**src/rtl/led_share_arbiter_if.sv**
```systemverilog
// led_share_arbiter_if: pattern-source requests in, LED drive and grant status out
interface led_share_arbiter_if #(parameter int N_REQ = 4);
  logic [N_REQ-1:0]   req;
  logic [8*N_REQ-1:0] pat;
  logic               fault;
  logic [7:0]         leds;
  logic [N_REQ-1:0]   gnt;
  logic               gnt_new;
  modport master (output req, pat, fault, input leds, gnt, gnt_new);
  modport slave (input req, pat, fault, output leds, gnt, gnt_new);
endinterface

```
**src/rtl/led_share_arbiter.sv**
```systemverilog
// led_share_arbiter: round-robin LED time-sharing with minimum dwell and fault blink override
module led_share_arbiter #(
  parameter int         N_REQ      = 4,
  parameter int         DWELL      = 125000000,
  parameter int         BLINK_HALF = 31250000,
  parameter logic [7:0] IDLE_PAT   = 8'h00
) (
  input logic                clk,
  input logic                rst,
  led_share_arbiter_if.slave bus
);
  localparam int PW = $clog2(N_REQ);
  localparam int DW = $clog2(DWELL);
  localparam int BW = BLINK_HALF > 1 ? $clog2(BLINK_HALF) : 1;
  typedef enum logic [1:0] {IDLE, HOLD, FAULT} state_t;
  state_t          state, state_nxt;
  logic [DW-1:0]   dwell_cnt, dwell_nxt;
  logic [BW-1:0]   blink_cnt, blink_nxt;
  logic            blink_ph, ph_nxt;
  logic [PW-1:0]   rr_ptr, ptr_nxt, pick, cand;
  logic [7:0]      leds, leds_nxt;
  logic [N_REQ-1:0] gnt, gnt_nxt;
  logic            gnt_new, gnt_new_nxt;
  logic            found, lost, dwell_end, rearb, sw, keep, last_ph;
  logic [7:0]      pats [N_REQ];
  int              idx;
  assign bus.leds    = leds;
  assign bus.gnt     = gnt;
  assign bus.gnt_new = gnt_new;
  assign lost      = !bus.req[rr_ptr];
  assign dwell_end = dwell_cnt == DW'(DWELL - 1);
  assign rearb     = state == IDLE || (state == HOLD && (lost || dwell_end));
  // unpack the per-source pattern bus and find the first requester after rr_ptr (lowest offset wins)
  always_comb begin
    found = 1'b0;
    pick  = rr_ptr;
    cand  = rr_ptr;
    idx   = 0;
    for (int i = 0; i < N_REQ; i++) pats[i] = bus.pat[8*i +: 8];
    for (int k = N_REQ; k >= 1; k--) begin
      idx  = int'(rr_ptr) + k;
      idx  = idx >= N_REQ ? idx - N_REQ : idx;
      cand = PW'(idx);
      if (bus.req[cand]) begin
        found = 1'b1;
        pick  = cand;
      end
    end
  end
  // state register plus all registered outputs and counters
  always_ff @(posedge clk or negedge rst) begin
    if (!rst) begin
      state     <= IDLE;
      dwell_cnt <= '0;
      blink_cnt <= '0;
      blink_ph  <= 1'b0;
      rr_ptr    <= PW'(N_REQ - 1);
      leds      <= IDLE_PAT;
      gnt       <= '0;
      gnt_new   <= 1'b0;
    end else begin
      state     <= state_nxt;
      dwell_cnt <= dwell_nxt;
      blink_cnt <= blink_nxt;
      blink_ph  <= ph_nxt;
      rr_ptr    <= ptr_nxt;
      leds      <= leds_nxt;
      gnt       <= gnt_nxt;
      gnt_new   <= gnt_new_nxt;
    end
  end
  // next state: fault wins, fault release goes idle, rearbitration decides hold vs idle
  always_comb begin
    state_nxt = bus.fault ? FAULT : state == FAULT ? IDLE : rearb ? (found ? HOLD : IDLE) : HOLD;
  end
  // next values of grant, LEDs, dwell and blink counters
  always_comb begin
    sw          = !bus.fault && rearb && found && (state == IDLE || pick != rr_ptr);
    keep        = state == HOLD && !lost;
    last_ph     = blink_cnt == BW'(BLINK_HALF - 1);
    ph_nxt      = bus.fault && (state != FAULT || (last_ph ? !blink_ph : blink_ph));
    blink_nxt   = bus.fault && state == FAULT && !last_ph ? blink_cnt + BW'(1) : '0;
    leds_nxt    = bus.fault ? (ph_nxt ? 8'hFF : 8'h00) : state == HOLD && (!lost || found) ? pats[rr_ptr] : IDLE_PAT;
    gnt_nxt     = bus.fault ? '0 : sw ? N_REQ'(1) << pick : keep ? gnt : '0;
    gnt_new_nxt = sw;
    ptr_nxt     = sw ? pick : rr_ptr;
    dwell_nxt   = bus.fault || sw || state != HOLD || dwell_end ? '0 : dwell_cnt + DW'(1);
  end
endmodule

```
**src/flat_wrapper.sv**
```systemverilog
// flat-port wrapper written by rule: the top's interface ports become plain ports
module led_share_arbiter_flat 
#(
  parameter int         N_REQ      = 4,
  parameter int         DWELL      = 125000000,
  parameter int         BLINK_HALF = 31250000,
  parameter logic [7:0] IDLE_PAT   = 8'h00
)
  (clk, rst, bus_req, bus_pat, bus_fault, bus_leds, bus_gnt, bus_gnt_new);
  led_share_arbiter_if #(.N_REQ(N_REQ)) bus_i ();
  input logic clk;
  input logic rst;
  input wire logic [$bits(bus_i.req)-1:0] bus_req;
  input wire logic [$bits(bus_i.pat)-1:0] bus_pat;
  input wire logic [$bits(bus_i.fault)-1:0] bus_fault;
  output wire logic [$bits(bus_i.leds)-1:0] bus_leds;
  output wire logic [$bits(bus_i.gnt)-1:0] bus_gnt;
  output wire logic [$bits(bus_i.gnt_new)-1:0] bus_gnt_new;
  assign bus_i.req = bus_req;
  assign bus_i.pat = bus_pat;
  assign bus_i.fault = bus_fault;
  assign bus_leds = bus_i.leds;
  assign bus_gnt = bus_i.gnt;
  assign bus_gnt_new = bus_i.gnt_new;
  led_share_arbiter #(.N_REQ(N_REQ), .DWELL(DWELL), .BLINK_HALF(BLINK_HALF), .IDLE_PAT(IDLE_PAT)) u_core (.clk(clk), .rst(rst), .bus(bus_i));
endmodule
```
**config.mk**
```make
export PLATFORM = sky130hd
export DESIGN_NAME = led_share_arbiter_flat
export DESIGN_NICKNAME = d
export VERILOG_FILES = /design/src/rtl/led_share_arbiter_if.sv /design/src/rtl/led_share_arbiter.sv /design/src/flat_wrapper.sv
export SDC_FILE = /design/constraint.sdc
export NUM_CORES = 1
export LEC_CHECK = 0
export CORE_MARGIN = 2
export CORE_UTILIZATION = 55
export DETAILED_ROUTE_END_ITERATION = 10
export HOLD_SLACK_MARGIN = 0.03
export PLACE_DENSITY = 0.86
export SYNTH_ARGS = -nofsm -noshare
export SYNTH_HDL_FRONTEND = slang
export SYNTH_SLANG_ARGS = --single-unit
```
**constraint.sdc**
```tcl
create_clock -name clk -period 2.75 [get_ports clk]
set_input_delay 0.4125 -clock clk [delete_from_list [all_inputs] [get_ports clk]]
set_output_delay 0.4125 -clock clk [all_outputs]
set_load 0.02 [all_outputs]
```
==> reports/metrics.cfg <==
[worst_setup_path]
cp_max_fo = 9
cp.depth = 5
reg2reg_slack_ps = 380
crit_slowest_cell = or4b_4
kind_of_critical_path = register to register
max_stage_delay_ps = 580
worstSetupStartpoint = u_core.blink_cnt[13]
critPathArrivalTime_ps = 2570
timing.critical_path.to_type = register
cp-start-kind = register
worstPathRequired_ps = 2950
worst-r2r-cell-count = 5
critPathTopFamily = simple AND/OR/NAND/NOR gates
rr_endpoint = u_core.bus.leds[1]
crit_path_cell_trace = or4b_4 -> nor4_4 -> a41oi_1 -> o41ai_4 -> o21ai_1
worstPathBufferInverterCount = 0
critical_path.reg2reg.startpoint = u_core.blink_cnt[13]
critPathCapture = u_core.bus.leds[1]

[clock_network]
worstSkewPairLatency_ps = 350
holdBufCountCts = 0
post_cts_resized = 0
cts-htree-levels = 3
path_clk_slew_ps = 70
cts_num_sinks = 70
cts-buffers-inserted = 9
tritoncts = done
clock_tree.buffer_depth = 2
cts_setup_buffers = 0
cts.root.buffer_cell = clkbuf_8

[routing]
dr.pass1.iters = 4
detailedRoute.firstIterationViolations = 229
vias = 2936
postRouteWirelength_um = 8040
detail_route.drc_violations = 0
wl_per_cell_um = 15.4
vias_per_cell = 5.64
route.antenna.remaining_nets = 0

[sta]
grt_setup_unrepaired = false
hold_viol = 0
finalCriticalPeriod_ps = 2370
worst_slew_margin_rel = 0.553
final.hold.worst_slack_ps = 84.1
layout_worst_path_cycle_share = 0.860
finalMaxSlewViolations = 0
achievable-frequency_ghz = 0.423
totalNegativeSetupSlack_ps = 0
worst_slew_pin_tran_ps = 665
report.final.setup_viol = 0
setup_skew_ps = 5.37

[synthesis]
netlist_top_cells_area = dfrtp_1 45%, xnor2_1 9.3%, nor2_1 6.3%, mux4_2 5.4%, nor4_1 2.5%
yosysSeqAreaShare = 0.465
synth_area_per_cell_um2 = 9.77
post_synth_and_or_nand_nor_area_fraction = 0.258
synth_warnings = 0
yosys_most_used_dff = dfrtp_1
synth_top_family_by_area = simple AND/OR/NAND/NOR gates
number_of_flops_mapped_to_enable_cells_by_yosys = 0
syn_area_mm2 = 0.00377
yosys-mux-area-fraction = 0.0674
synth.lib_cells_used.distinct = 47
post_synthesis_compound_gate_area_fraction = 0.0504
syn_nets = 427
postSynthRegisterBits = 70
synth_cells = 386
synth.top_cell.area_share = 0.451
synth_adder_area_share = 0.00664
synth-xor-area-share = 0.111
synth_area_leader_cell = dfrtp_1
synthArstFlopShare = 1.00

[grt]
first_global_vias = 2813
grt_start_max_net_pins = 71
grt-ovfl-total = 0
first_pass_grt_wire_length_um = 13200
antenna_found_initial = 0
global_route.usage.total = 0.225

[floorplan]
dieWidth_um = 86.8
ioPinCount = 52
placeableCoreArea_mm2 = 0.00672
fp-row-count = 30
design.die.area_mm2 = 0.00754
start_util = 0.561
die_h_um = 86.8

[final_layout]
final_cell_mix = 68 x dfrtp_1, 63 x nor2_1, 50 x clkdlybuf4s50_1, 40 x xnor2_1, 24 x nand2_1
layout.cells.most_common = dfrtp_1
post_route_cells_drive_above_1_share = 0.0952
nNetsFinal = 478
syn_to_final_growth_pct = 20.7
antenna_cells_inserted = 0

[pwr]
vdd_ir_drop_max_v = 0.000437
p_per_area_mw_per_mm2 = 539
p_leak_uw = 0.00176
power_uw = 2450

[worst_hold_path]
min-delay-path-class = primary input to async pin

[placement]
place_congestion = 0.883
detailedPlacementHpwl_um = 5690
placement.io_buffers = 51

[run]
maxCapViolations = 0

[status]
outcome = finished, final reports clean

logic make-up (layout without fill, tap and decap cells):
family / count (synthesis) / count (layout)
compound gates: 27 / 27
xor+xnor: 48 / 48
fa+ha+maj: 2 / 2
buf+inv: 39 / 94
flops: 70 / 70
mux: 14 / 14
simple gates: 186 / 186
per-layer routing:
metal | vias up | share of wire | global-route usage
li1 | 1437 | - | -
met1 | 1415 | 0.45 | 0.309
met2 | 67 | 0.50 | 0.344
met3 | 17 | 0.032 | 0.0390
met4 | 0 | 0.019 | 0.115
met5 | - | 0 | 0
flip-flops by register name, summed over array words and instances, names as in the netlist:
signal	cells
u_core.rr_ptr	2
u_core.bus.gnt	4
u_core.state	2
u_core.bus.gnt_new	1
u_core.dwell_cnt	27
u_core.blink_cnt	25
u_core.bus.leds	8
u_core.blink_ph	1
area by class of cell:
type	count	area, um2
Clock inverter	4	22.5
Sequential cell	70	1750
Inverter	23	86.3
Multi-Input combinational cell	277	1870
Tap cell	80	100
Timing Repair Buffer	56	568
Clock buffer	11	151
Fill cell	487	2170
worst min-delay path by stage:
stage                                     end  depth (start not counted)                 from  slack [ps]
after CTS                 u_core.dwell_cnt[1]                          2                  rst          80
after detailed placement  u_core.blink_cnt[0]                          1  u_core.blink_cnt[0]         450
after global placement    u_core.blink_cnt[0]                          1  u_core.blink_cnt[0]         440
after floorplan           u_core.blink_cnt[0]                          0                  rst         120
final                     u_core.dwell_cnt[3]                          2                  rst          80
after global routing      u_core.dwell_cnt[1]                          2                  rst         110
power breakdown:
part | leakage (uW) | internal [uW] | switching [uW]
Sequential | 0.000949 | 1080 | 76.3
Combinational | 0.000723 | 306 | 253
Clock | 0.0000910 | 366 | 372
Total | 0.00176 | 1750 | 701
stage by stage:
stage / instance area (um2) / instances / setup WS, ps / util
5_1_grt: 4550 / 521 / 269 / 0.678
3_5_place_dp: 4380 / 506 / 383 / 0.652
3_3_place_gp: 4380 / 506 / 440 / 0.652
4_1_cts: 4550 / 521 / 357 / 0.678
2_1_floorplan: 3770 / 386 / 563 / -
6_report: 4550 / 521 / 384 / 0.678
worst reg2reg max path, stage by stage, from the launching register on:
cell	delay (ps)
dfrtp_1	430
or4b_4	580
nor4_4	330
a41oi_1	210
o41ai_4	530
o21ai_1	140
synthesized netlist by cell type (all sizes together) (4+ instances only):
cell type  count
nor2          63
nor4          16
xnor2         40
a21oi          4
inv           23
clkbuf        11
nand3b         4
o21ai         12
buf            5
nand4          9
mux4           9
nor3          14
or3            4
nand3         18
and3           8
xor2           8
dfrtp         68
mux2i          4
nand2         24
(Power assumes the default switching activity.)
==> RTL change 1, RTL diff (same settings) <==
Reset style: synchronous (`rst`), changed in one clocked block.
--- a/src/rtl/led_share_arbiter.sv
+++ b/src/rtl/led_share_arbiter.sv
@@ -50,3 +50,3 @@
   // state register plus all registered outputs and counters
-  always_ff @(posedge clk or negedge rst) begin
+  always_ff @(posedge clk) begin
     if (!rst) begin
Formal check against the unedited RTL: differs if rst is asserted again (counterexample within 4 cycles, from zero or initial values and one cycle with rst low); with rst held inactive, the same outputs for 10 cycles.
==> RTL change 1 against the original RTL <==
Die area fell by 9.0%; routed wire length is 0.72% lower; final area is 7.6% lower; sequential cell count did not move; worst setup slack better by 5.5 ps; clock skew about the same; global-route usage grew 1.6 points; area after synthesis fell by 9.4%; maximum frequency increased by 0.23%; highest routed layer unchanged.
Power is not compared: it rests on default switching activity, and its combinational part moved more than twofold at a synthesized area within 25%.
==> RTL change 1: results (changes against the original RTL) <==
qor: finish.count_of_filler_cells_inserted_in_the_layout 468 [-3.9%]
qor: finish.finalNetCount 483 [+1.0%]
qor: finish.multi_input_area 1890 sq um [+1.1%]
qor: routing.drt-wirelength-per-cell 15.3 um [-0.91%]
qor: sta.worst_pin_slew 720 ps [+55.2 ps]
qor: global_route.grtUsageMet2 0.424 [+0.0810]
qor: finish.buffers_excl_clock 58 [+3.6%]
qor: global_route.grt.met1_usage 0.271 [-0.0374]
qor: critical_path.source_of_the_critical_timing_path u_core.blink_cnt[12]
qor: placed_design.place_area 4010 sq um [-8.5%]
qor: finish.area_fraction_of_clock_buffers_and_clock_inverters 0.0476 [+0.00937]
qor: finish.inverters_excl_clock 16 [-30%]
qor: finish.layout.area.seq 1400 sq um [-20%]
qor: finish.clkbuf_count 12 [+1]
qor: finish.numSequentialCells 70 [unchanged]
qor: floorplanning.n_tap_cell 75 [-6.3%]
qor: finish.multi_input_logic_cell_count 287 [+3.6%]
qor: synth.netlist_top_cells_count 70 x sky130_fd_sc_hd__dfxtp_1, 69 x sky130_fd_sc_hd__nor2_1, 25 x sky130_fd_sc_hd__xnor2_1, 23 x sky130_fd_sc_hd__nand3_1
qor: synth.postSynthNetCount 429 [+0.47%]
qor: routing.detail_route.iter0.violations 100 [-56%]
qor: finish.drive_gt1_frac 0.0872 [-0.00799]
qor: synth.post_synth.cell_area_avg 8.80 sq um [-9.9%]
qor: critical_path.r2r-start u_core.blink_cnt[12]
qor: synth.yosys-top-cells-area sky130_fd_sc_hd__dfxtp_1 41%, sky130_fd_sc_hd__nor2_1 7.6%, sky130_fd_sc_hd__xnor2_1 6.4%
qor: sta.finClkSkew 5.29 ps [-0.0841 ps]
qor: critical_path.worst-endpoint-arrival 2560 ps [about the same]
qor: finish.non_clock_buffer_area_share 0.134 [+0.00901]
qor: outcome.status complete, no violations
qor: critical_path.critPathMaxStageDelay 530 ps [-50 ps]
qor: synth.synth-async-reset-ratio 0 [-1.00]
qor: placed_design.place.gp.congestion 0.862 [-2.4%]
qor: routing.post_drt_via_cell_ratio 5.70 [+1.2%]
qor: synth.synth.yosys.seq_area_share 0.410 [-0.0549]
qor: clocking.cts-root-to-sink-buffers 2 [unchanged]
qor: synth.yosys_cell_types 48 [+2.1%]
qor: global_route.grt_max_degree 26 [-63%]
qor: finish.layoutNonFillerInstCount 522 [+0.19%]
qor: global_route.vias_in_the_first_global_route 3070 [+9.1%]
qor: global_route.global_route_wire_length_before_repair 13.7 mm [+3.7%]
[RTL change 1: cell count changes after synthesis, sizes merged, moves of 12 or more]
cell   before  now
dfrtp      68    0
xor2        8   22
xnor2      40   25
dfxtp       0   70
nand4       9   21
[RTL change 1: routing by layer]
layer | vias up | share of wire
met4 | 0 | 0.023
li1 | 1481 | -
met5 | - | 0
met2 | 60 | 0.52
met1 | 1417 | 0.42
met3 | 19 | 0.033
[RTL change 1: kinds of logic (layout without fill, tap and decap cells)]
logic type | count (synthesis) | after routing | synth area share
compound gates | 33 | 33 | 0.0707
xor+xnor | 47 | 47 | 0.121
fa+ha+maj | 2 | 2 | 0.00732
buf+inv | 31 | 90 | 0.0363
flops | 70 | 70 | 0.410
mux | 11 | 11 | 0.0623
simple gates | 194 | 194 | 0.293
[RTL change 1: power breakdown]
part / total [mW] / internal [mW] / leakage (nW) / switching [mW]
clock network: 0.823 / 0.464 / 0.106 / 0.359
logic: 0.229 / 0.129 / 0.711 / 0.0994
registers: 1.04 / 1.03 / 0.567 / 0.0135
[RTL change 1: final timing paths]
kind	to	slack, ps	cells past startpoint
setup / recovery	u_core.bus.leds[3]	390	5
hold / removal	u_core.bus.gnt[3]	470	1
setup reg to reg	u_core.bus.leds[3]	390	5
hold reg to reg	u_core.bus.gnt[3]	470	1
[RTL change 1: per-stage QoR]
stage | worst slack (ps) | util
6_report | 390 | 0.707
5_1_grt | 256 | 0.707
3_5_place_dp | 252 | 0.673
4_1_cts | 366 | 0.707
2_1_floorplan | 672 | -
3_3_place_gp | 350 | 0.673
[RTL change 1: critical path: cells and delay by family, from the launching register on]
kind | cells | cell delay (ps)
AO/OA/AOI/OAI | 3 | 810
AND/OR/NAND/NOR | 2 | 990
flip-flops | 1 | 410
==> RTL change 2, RTL diff (same flow settings) <==
Made on the original files. `DWELL` is set to 125000000 in 2 places; all go to 250000000.
--- a/src/rtl/led_share_arbiter.sv
+++ b/src/rtl/led_share_arbiter.sv
@@ -3,3 +3,3 @@
   parameter int         N_REQ      = 4,
-  parameter int         DWELL      = 125000000,
+  parameter int         DWELL      = 250000000,
   parameter int         BLINK_HALF = 31250000,
--- a/src/flat_wrapper.sv
+++ b/src/flat_wrapper.sv
@@ -4,3 +4,3 @@
   parameter int         N_REQ      = 4,
-  parameter int         DWELL      = 125000000,
+  parameter int         DWELL      = 250000000,
   parameter int         BLINK_HALF = 31250000,
Check against the original RTL: same outputs for any inputs over 10 cycles, from zero or initial values and one cycle with rst low; that may be too few to reach the edited logic, so the function may still have changed.
==> RTL change 2 against the original RTL <==
Worst setup slack better by 46 ps; maximum frequency is 2.0% higher; die area shrank 2.6%; area after synthesis is 2.8% lower; non-clock buffer count is the same; final area up 0.16%; first-iteration DRC count shrank 34%; final cell count decreased by 3.8%; power increased by 20%; routed wire length decreased by 1.9%; sequential cell count grew 1; critical endpoint is now u_core.bus.leds[6].
==> RTL change 2: results (changes against the original RTL) <==
qor: critical_path.critPathMaxStageDelay 530 ps [-50 ps]
qor: synth.postSynth.topFlopCell sky130_fd_sc_hd__dfrtp_1
qor: clocking.cts-root-buf sky130_fd_sc_hd__clkbuf_8
qor: placed_design.place.gp.congestion 0.857 [-3.0%]
qor: placed_design.place_area 4270 sq um [-2.5%]
qor: critical_path.critPathSlowestCell sky130_fd_sc_hd__or4_1
qor: critical_path.critical-path-top-delay-family simple AND/OR/NAND/NOR gates
qor: synth.yosys-top-cells-area sky130_fd_sc_hd__dfrtp_1 47%, sky130_fd_sc_hd__nor2_1 7.3%, sky130_fd_sc_hd__xor2_1 7.2%
qor: synth.area_share_of_xor_xnor_cells_in_the_synthesized_design 0.119 [+0.00793]
qor: power_and_ir_drop.power.ir.vdd_worst 0.000613 V [+40%]
qor: routing.via_count 2787 [-5.1%]
qor: routing.wl 7.89 mm [-1.9%]
qor: clocking.clock_network_latency_to_the_later_pin_of_the_worst_skew_pair 350 ps [about the same]
qor: placed_design.dpl.hpwl 5.44 mm [-4.4%]
qor: synth.mux_cell_area_share_after_synthesis 0.0734 [+0.00600]
qor: sta.finClkSkew 9.21 ps [+3.84 ps]
qor: finish.reg.largest.list u_core.dwell_cnt: 28 flops, u_core.blink_cnt: 25 flops, u_core.bus.leds: 8 flops
qor: finish.drive_gt1_frac 0.101 [+0.00618]
qor: routing.detail_route.iter0.violations 152 [-34%]
qor: clocking.post_cts_buffers 0 [unchanged]
qor: global_route.global_route_wire_length_before_repair 13.4 mm [+1.3%]
qor: synth.netlist_top_cells_count 71 x sky130_fd_sc_hd__nor2_1, 69 x sky130_fd_sc_hd__dfrtp_1, 30 x sky130_fd_sc_hd__xor2_1, 29 x sky130_fd_sc_hd__nand2_1, 20 x sky130_fd_sc_hd__xnor2_1
qor: global_route.groute.usage.overall 0.233 [+0.00806]
qor: global_route.grt_max_degree 45 [-37%]
qor: finish.count_of_filler_cells_inserted_in_the_layout 454 [-6.8%]
qor: clocking.cts.htree.levels 3 [unchanged]
qor: synth.synth.yosys.seq_area_share 0.485 [+0.0200]
qor: outcome.status complete, no violations
qor: critical_path.critical_path_peak_fanout 9 [unchanged]
qor: synth.yosys_cell_types 50 [+6.4%]
qor: sta.rel_slew_slack 0.574 [+0.0213]
qor: global_route.antenna_violations_before_repair 0 [unchanged]
qor: clocking.cts-root-to-sink-buffers 2 [unchanged]
qor: finish.finalNetCount 460 [-3.8%]
qor: clocking.clkSlewWorstSetupHoldPaths 80 ps
qor: synth.postSynthNetCount 402 [-5.9%]
qor: finish.number_of_flip_flops_under_the_largest_register_name 28 [+3.7%]
qor: critical_path.worst-endpoint-arrival 2520 ps [-50 ps]
qor: power_and_ir_drop.power.switching 0.745 mW [+6.3%]
qor: synth.adder_and_majority_cell_fraction_of_the_synthesized_area 0.00682 [+0.000188]
qor: synth.synth-compound-area-share 0.0478 [-0.00267]
qor: power_and_ir_drop.p_leak 1.87 nW [+6.1%]
==> RTL change 2: cell count changes in the layout (fill, tap and decap cells not counted), moves of 5 or more <==
cell	change
sky130_fd_sc_hd__bufinv_16	+5
sky130_fd_sc_hd__nor3_1	-11
sky130_fd_sc_hd__o21ai_1	-7
sky130_fd_sc_hd__xnor2_1	-20
sky130_fd_sc_hd__nor2_1	+8
sky130_fd_sc_hd__xor2_1	+22
sky130_fd_sc_hd__nand2_1	+5
sky130_fd_sc_hd__nor4_1	-12
sky130_fd_sc_hd__o21ai_0	+5
sky130_fd_sc_hd__inv_1	-7
==> RTL change 2: kinds of logic after synthesis <==
kind of cell	after synthesis
mux	15
buf+inv	25
fa+ha+maj	2
compound gates	23
flops	71
xor+xnor	50
simple gates	175
==> RTL change 2: worst register-to-register path, cell delays in order, from the launching register on <==
cell                      delay [ps]
sky130_fd_sc_hd__dfrtp_1         430
sky130_fd_sc_hd__nor4b_1         330
sky130_fd_sc_hd__nand2_1         110
sky130_fd_sc_hd__or4_1           530
sky130_fd_sc_hd__xnor2_1         160
sky130_fd_sc_hd__o21ai_1         410
sky130_fd_sc_hd__o21ai_0         190
==> RTL change 2: final cells by class <==
cell class | instances | area (sq um) | share of cell area
timing repair buffer | 56 | 556 | 0.122
inverter | 16 | 60.1 | 0.0132
clock inverter | 7 | 168 | 0.0368
clock buffer | 9 | 124 | 0.0272
multi-input combinational | 265 | 1780 | 0.390
tap | 77 | 96.3 | 0.0211
sequential | 71 | 1780 | 0.390
==> RTL change 2: power by group through the flow <==
stage	Combinational [mW]	Sequential [mW]	Clock (mW)
after floorplan	0.441	1.15	0
after global placement	0.565	1.19	0
after detailed placement	0.578	1.19	0
after CTS	0.587	1.17	1.21
after global routing	0.628	1.18	1.26
final	0.581	1.17	1.19
==> RTL change 2: path summary, 6_finish.rpt <==
check,startpoint,end,slack [ps],cells after the start
worst min-delay path,rst,u_core.blink_cnt[9],70,1
worst min register to register,u_core.blink_cnt[0],u_core.blink_cnt[0],480,1
max in group asynchronous,rst,u_core.rr_ptr[0],1970,2
worst max register to register,u_core.blink_cnt[8],u_core.bus.leds[6],430,6
min in group clk,u_core.blink_cnt[0],u_core.blink_cnt[0],480,1
worst max-delay path,u_core.blink_cnt[8],u_core.bus.leds[6],430,6
==> RTL change 2: per-stage QoR <==
step                hold slack, ps  instances  utilization  setup slack [ps]
floorplan                      117        361            -               593
global placement               460        485        0.668               454
detailed placement             470        485        0.668               329
CTS                           87.8        501        0.714               416
global route                   124        501        0.714               267
finish                        71.9        501        0.714               430
==> RTL change 2: metal layers <==
layer / track usage / up-vias / share of wire
met2: 0.378 / 64 / 0.51
met3: 0.0635 / 14 / 0.043
met5: 0 / - / 0
met1: 0.304 / 1362 / 0.42
li1: - / 1347 / -
met4: 0.0808 / 0 / 0.017
